===== src/rtl/rr_arb_mux.sv =====
// N:1 valid/ready mux with internal round-robin or fixed-priority arbiter; one register stage, 1-cycle latency.
// Backpressure: o_ready is zero whenever the output register is full and not draining; bursts keep the grant.
module rr_arb_mux #(
  parameter int NUM_INPUTS  = 4,
  parameter int DATA_WIDTH  = 32,
  parameter int ROUND_ROBIN = 1,
  localparam int SELECT_BITS = (NUM_INPUTS > 1) ? $clog2(NUM_INPUTS) : 1
) (
  input  logic                             i_clk,
  input  logic                             i_rst,
  input  logic [NUM_INPUTS-1:0]            i_valid,
  output logic [NUM_INPUTS-1:0]            o_ready,
  input  logic [NUM_INPUTS*DATA_WIDTH-1:0] i_data_bus,
  input  logic [NUM_INPUTS-1:0]            i_last,
  output logic                             o_valid,
  input  logic                             i_ready,
  output logic [DATA_WIDTH-1:0]            o_data,
  output logic [SELECT_BITS-1:0]           o_select,
  output logic                             o_last
);

  logic [SELECT_BITS-1:0] ptr;
  logic                   lock;
  logic [SELECT_BITS-1:0] lock_ch;

  logic                   grant_vld;
  logic [SELECT_BITS-1:0] grant;
  logic [DATA_WIDTH-1:0]  grant_dat;
  logic                   grant_last;
  logic                   load_en;
  logic                   accept;

  function automatic int wrap(input int a);
    return (a >= NUM_INPUTS) ? a - NUM_INPUTS : a;
  endfunction

  // Arbiter: a held lock restricts eligibility to the bursting channel only.
  always_comb begin
    grant_vld = 1'b0;
    grant     = '0;
    if (lock) begin
      for (int k = 0; k < NUM_INPUTS; k++) begin
        if (lock_ch == SELECT_BITS'(k) && i_valid[k]) begin
          grant_vld = 1'b1;
          grant     = SELECT_BITS'(k);
        end
      end
    end else if (ROUND_ROBIN != 0) begin
      for (int i = 0; i < NUM_INPUTS; i++) begin
        for (int k = 0; k < NUM_INPUTS; k++) begin
          if (!grant_vld && k == wrap(int'(ptr) + i) && i_valid[k]) begin
            grant_vld = 1'b1;
            grant     = SELECT_BITS'(k);
          end
        end
      end
    end else begin
      for (int k = 0; k < NUM_INPUTS; k++) begin
        if (!grant_vld && i_valid[k]) begin
          grant_vld = 1'b1;
          grant     = SELECT_BITS'(k);
        end
      end
    end
  end

  always_comb begin
    grant_dat  = '0;
    grant_last = 1'b0;
    for (int k = 0; k < NUM_INPUTS; k++) begin
      if (grant == SELECT_BITS'(k)) begin
        grant_dat  = i_data_bus[k*DATA_WIDTH +: DATA_WIDTH];
        grant_last = i_last[k];
      end
    end
  end

  assign load_en = !o_valid || i_ready;
  // Reset wins over a same-cycle handshake, so no producer sees an accept that gets dropped.
  assign accept  = load_en && grant_vld && !i_rst;

  always_comb begin
    o_ready = '0;
    for (int k = 0; k < NUM_INPUTS; k++) begin
      o_ready[k] = accept && (grant == SELECT_BITS'(k));
    end
  end

  always_ff @(posedge i_clk) begin
    if (i_rst) begin
      o_valid  <= 1'b0;
      o_data   <= '0;
      o_select <= '0;
      o_last   <= 1'b0;
      ptr      <= '0;
      lock     <= 1'b0;
      lock_ch  <= '0;
    end else if (load_en) begin
      o_valid <= accept;
      if (accept) begin
        o_data   <= grant_dat;
        o_select <= grant;
        o_last   <= grant_last;
        // Pointer moves only on last beats so fairness is counted per burst.
        if (grant_last) begin
          lock <= 1'b0;
          ptr  <= (grant == SELECT_BITS'(NUM_INPUTS - 1)) ? '0 : grant + 1'b1;
        end else begin
          lock    <= 1'b1;
          lock_ch <= grant;
        end
      end
    end
  end

endmodule


===== config.mk =====
export PLATFORM = sky130hd
export DESIGN_NAME = rr_arb_mux
export DESIGN_NICKNAME = d
export VERILOG_FILES = /design/src/rtl/rr_arb_mux.sv
export SDC_FILE = /design/constraint.sdc
export NUM_CORES = 1
export LEC_CHECK = 0
export ABC_AREA = 1
export BUFFER_PORTS_ARGS = -buffer_cell sky130_fd_sc_hd__buf_2
export CELL_PAD_IN_SITES_DETAIL_PLACEMENT = 0
export CELL_PAD_IN_SITES_GLOBAL_PLACEMENT = 1
export CORE_MARGIN = 1.5
export CORE_UTILIZATION = 25
export CTS_BUF_LIST = sky130_fd_sc_hd__clkbuf_4 sky130_fd_sc_hd__clkbuf_8 sky130_fd_sc_hd__clkbuf_16
export DETAILED_ROUTE_END_ITERATION = 16
export MAX_ROUTING_LAYER = met4
export PLACE_DENSITY_LB_ADDON = 0.1
export SLEW_MARGIN = 20
export SYNTH_ARGS = -nofsm -noshare
export SYNTH_HDL_FRONTEND = slang
export SYNTH_SLANG_ARGS = --single-unit

===== constraint.sdc =====
create_clock -name i_clk -period 9 [get_ports i_clk]
set_input_delay 0.45 -clock i_clk [delete_from_list [all_inputs] [get_ports i_clk]]
set_output_delay 0.45 -clock i_clk [all_outputs]
set_load 0.05 [all_outputs]

# --- After elaboration in Yosys (flattened, before gate mapping) ---
# Cells that the tools add are included.
op_classes:
  add_sub_neg: 8
  multipliers: 0
  div: 0
  magnitude_cmp: 4
  eq_ne: 18
  shift: 0
  mux: 69
  bitwise_logic: 1
  reduce_logical: 68
op_table:
  columns: ["cell", "n"]
  rows:
  - ["3-bit by 32-bit == test with 1-bit output, first input constant", 8]
  - ["32-bit two-way mux", 8]
  - ["2-bit by 32-bit == test with 1-bit output, first input constant", 4]
  - ["32-bit logical NOT", 4]
  - ["1-bit two-way mux", 43]
  - ["1-bit logical AND", 41]
  - ["2-bit two-way mux", 18]
  - ["1-bit logical NOT", 17]
  - ["3-bit by 3-bit subtractor with 4-bit output, second input constant", 3]
  - ["3-bit >= comparator, second input constant", 3]
  - ["2-bit == test, second input constant", 4]
  - ["2-bit by 2-bit adder with 3-bit output, second input constant", 2]
  - ["3-bit AND reduction", 2]
  - ["2-bit by 1-bit == test with 1-bit output, second input constant", 2]
  - ["2-bit logical NOT", 2]
  - ["2-bit by 3-bit subtractor with 4-bit output, second input constant", 1]
  - ["2-bit by 1-bit adder with 3-bit output, second input constant", 1]
  - ["2-bit by 3-bit >= comparator with 1-bit output, second input constant", 1]
  - ["2-bit by 1-bit adder with 2-bit output, second input constant", 1]
  - ["2-bit AND reduction", 1]
  - ["1-bit logical OR", 1]
  - ["1-bit inverter", 1]
totals:
  ff_bits: 41
  latch_bits: 0
  ramBits: 0
  rom_bits: 0
  word_cells: 175
  memories: 0

# --- Depth between registers and ports, before layout ---
logic_depth:
  depth_word: 88
  mapped_depth: 27

# --- Least setup slack after synthesis ---
# Ideal clock, no wire load.
synth_path:
  kind: "flip-flop to output port"
  start: "reg ptr[1]"
  end: "out o_ready[1]"
  arrival_time_ns: 2.998
  slack_ns: 5.552
  stages_incl_launch_ff: 19
  path_buffers: 2
  cell_sequence: "dfxtp_1 inv_1 nand2_1 nand3_1 nand2_1 nor2_2 nand4_2 nor2_4 nand4_2 nor2_2 nand4_1 nand2_1 nand2_1 inv_1 ha_1 clkbuf_1 clkinv_1 clkbuf_1 nor2_1"
synth_rtl:
  columns: ["item", "line_no", "text"]
  rows:
  - ["start, declared", "22", "logic [SELECT_BITS-1:0] ptr;"]
  - ["start signal, assigned", "107", "ptr <= (grant == SELECT_BITS'(NUM_INPUTS - 1)) ? '0 : grant + 1'b1;"]
  - ["2-bit by 3-bit subtractor with 4-bit output or 2-bit by 3-bit >= comparator with 1-bit output (tied branches)", "34", "return (a >= NUM_INPUTS) ? a - NUM_INPUTS : a;"]
  - ["32-bit two-way mux", "34", null]
  - ["32-bit logical NOT", "51", "if (!grant_vld && k == wrap(int'(ptr) + i) && i_valid[k]) begin"]
  - ["1-bit logical AND", "51", null]
  - ["1-bit two-way mux", "51", null]
  - ["1-bit two-way mux", "41", "if (lock) begin"]
  - ["1-bit logical NOT", "51", null]
  - ["1-bit logical AND (2 in a row)", "51", null]
  - ["[66 not listed]", null, null]
  - ["1-bit two-way mux", "41", null]
  - ["1-bit logical NOT", "51", null]
  - ["1-bit logical AND (2 in a row)", "51", null]
  - ["2-bit two-way mux (*)", "51", null]
  - ["2-bit two-way mux (*)", "41", null]
  - ["named net grant[0]", "27", "logic [SELECT_BITS-1:0] grant;"]
  - ["2-bit by 1-bit == test with 1-bit output (*)", "85", "o_ready[k] = accept && (grant == SELECT_BITS'(k));"]
  - ["1-bit logical AND (*)", "85", null]
  - ["end, declared", "12", "output logic [NUM_INPUTS-1:0] o_ready,"]
# The timed path passes the listed nets; every way through them passes the cells marked *. The select of a mux whose other input is x is not followed.

# --- Worst setup path in the final report ---
# Same ends and word-level chain as after synthesis.

==> results.txt <==
fillers = 1,309
clock input transition at the sequential cells of the worst setup and hold paths = 60 ps
CP arrival = 4150 ps
cell family with most CP delay = buffers and inverters
TritonCTS Buffers = 5
Clock Tree Root = clkbuf_16
most frequent cells in the layout = buf_2 (178), nand2_1 (98), nand3_1 (79)
CP startpoint kind = flop
max incr delay on CP = 910 ps
max-slew violations = 0
RSZ-0062 raised after global routing = no
CTS tree = yes
Skew-Pair Late Insertion Delay = 280 ps
Via-to-Cell Ratio = 4.693
FMAX = 217.6 MHz
routed len/inst = 13.80 um
final hold slack = 374.1 ps
Cells after Synth = 474
CTS max path bufs = 2
Syn Nets = 617
Ys Warns = 0
share of layout cells above drive strength 1 = 31.74%
DR DRC count = 0
largest net degree at the start of global routing = 72
worst hold stages = 2
critical-path cell list = inv_1 -> nand2_1 -> nand3_1 -> nand2_1 -> nor2_2 -> nand4_2 -> nor2_4 -> nand4_2 -> nor2_2 -> nand4_1 -> nand2_1 -> nand2_1 -> inv_1 -> ha_1 -> buf_4 -> clkinv_1 -> nor2_1 -> buf_2
FF+latch area = 820.8 um2
die area = 0.01224 mm2
DR iter-0 viols = 162
Num Clock Sinks = 41
CP max-delay cell = clkinv_1
period utilization = 51.06%
Fin. Hold Viols = 0
post-route insts no fill = 773
Layout area overhead = 36.29%
r2r worst-path depth = 24
Setup CP Type = reg -> out
Initial Utilization = 25.48%
post-cts sizing count = 0
Multi-input gate area = 0.001745 mm2
# H-tree levels = 2
Seq/Total Area, Yosys = 28.34%
die width = 110.6 um
Buf/Inv on CP = 5
WHS Endpoint = lock$_SDFFE_PP0P_
RR Endpoint = lock_ch[0]$_SDFFE_PP0P_
RR Startpoint = ptr[1]$_SDFFE_PP0P_
first-pass GRT wire length = 17,040 um
Final ANT Viol Nets = 0
Post-Syn Area = 0.002897 mm2
drt pass-1 iters = 4
number of global-route vias before repair = 3,526
remaining global-route overflow = 0
placed insts = 763
Hold Path Origin = i_rst
GRT Resource Usage Total = 17.82%
crit end category = output pin
run status = complete, no violations
fin nets = 770
row count = 39
CP dominant cell by count = nand2_1
# hold bufs at CTS = 0
I/O Pins = 179
syn avg cell area = 6.111 um2
initial antenna violation count = 3
sum of negative setup slack = 0 ps
core box area = 0.01137 mm2
slew margin rel. = 31.78%
post-DP HPWL = 7875 um
via count = 3,628
GP Congestion = 0.8177
Die Ht = 110.6 um
WP data required = 8550 ps
post-synthesis register bit count = 41
Max Cap Viol = 0
distinct cell type count of the synthesized netlist = 24
commonest non-fill, non-tap cell in the layout = buf_2
Routed WL = 10,670 um
Hold Path Class = in -> reg
fin crit period = 4596 ps
worst-margin pin slew = 1017 ps
Port Buf Inserts = 178
worst-path maximum fanout = 34
Worst R2R Setup Slack = 4640 ps
post-route clock skew = 3.375 ps
# Post-CTS Setup Buffers = 0
Setup-failing EPs final = 0
-- metal layers --
layer	track usage [%]	part of all wire, %
met1	20.18	43
met2	30.45	48
met3	5.379	7.1
met4	4.957	1.4
met5	-	0
-- layout make-up --
type	instances	share of cell area (%)
sequential	41	20.79
antenna	3	0.1902
timing repair buffer	183	23.52
inverter	32	3.043
clock buffer	7	3.708
multi-input combinational	364	44.22
tap	143	4.532
-- worst reg2reg max path, stage by stage (launching register included) --
cell	delay [ps]
dfxtp_1	350
inv_1	110
nand2_1	120
nand3_1	100
nand2_1	70
nor2_2	120
nand4_2	110
nor2_4	140
nand4_2	90
nor2_2	150
nand4_1	120
nand2_1	110
nand2_1	130
inv_1	110
ha_1	150
buf_4	360
clkinv_1	930
nand3_1	290
nand2_1	70
o21ai_0	70
o21ai_0	130
inv_1	70
nand3_1	150
a21oi_1	170
nor2_1	50
-- metrics by stage --
step	util [%]	cell area, um2	setup WS (ps)
6_report	34.72	3948	4404
5_1_grt	34.72	3948	4007
4_1_cts	34.65	3940	4358
3_5_place_dp	33.37	3794	4508
3_3_place_gp	33.37	3794	4606
2_1_floorplan	-	2897	5552
-- worst max-delay path by stage --
stage | cells after the start | to | from
global route | 18 | o_ready[1] | ptr[1]$_SDFFE_PP0P_
global placement | 23 | lock_ch[0]$_SDFFE_PP0P_ | i_valid[3]
floorplan | 18 | o_ready[1] | ptr[1]$_SDFFE_PP0P_
detailed placement | 23 | lock_ch[0]$_SDFFE_PP0P_ | i_valid[3]
finish | 18 | o_ready[1] | ptr[1]$_SDFFE_PP0P_
CTS | 18 | o_ready[1] | ptr[1]$_SDFFE_PP0P_
-- state kept, by name, summed over array words and instances (netlist names) --
register / flops
o_valid: 1
lock: 1
o_select: 2
ptr: 2
o_last: 1
lock_ch: 2
o_data: 32
-- synth_stat cells --
master    count  area (um2)
nor3_1        4       20.02
nor2_1       25       93.84
a311oi_1      1       8.760
clkbuf_1     25       93.84
a21oi_1      39       195.2
nor3b_1       1       7.510
nand4_1       5       31.28
clkbuf_2      2       10.01
nor2_4        1       11.26
dfxtp_1      41       820.8
o21ai_1      32       160.2
o21ai_0      67       335.3
nand3_1      79       395.4
ha_1          4       50.05
nor2_2        2       12.51
a31oi_1       1       6.260
nand4_2       3       37.54
buf_8         5       75.07
inv_1        31       116.4
nand2_2       2       12.51
buf_6         1       11.26
nand2_1      98       367.9
clkinv_1      1       3.750
buf_2         4       20.02
-- kinds of logic (layout without fill, tap and decap cells) --
family	count (synthesis)	after routing	synth area share, %
AO/OA/AOI/OAI	140	140	24.36
adder cells (fa/ha/maj)	4	4	1.728
buffers and inverters	69	222	11.40
flip-flops	41	41	28.34
other	0	3	0
AND/OR/NAND/NOR	220	220	34.17
Power is left out: the tool's default activity adds up to more than one toggle a clock period on the data nets, which glitch-free logic cannot reach.
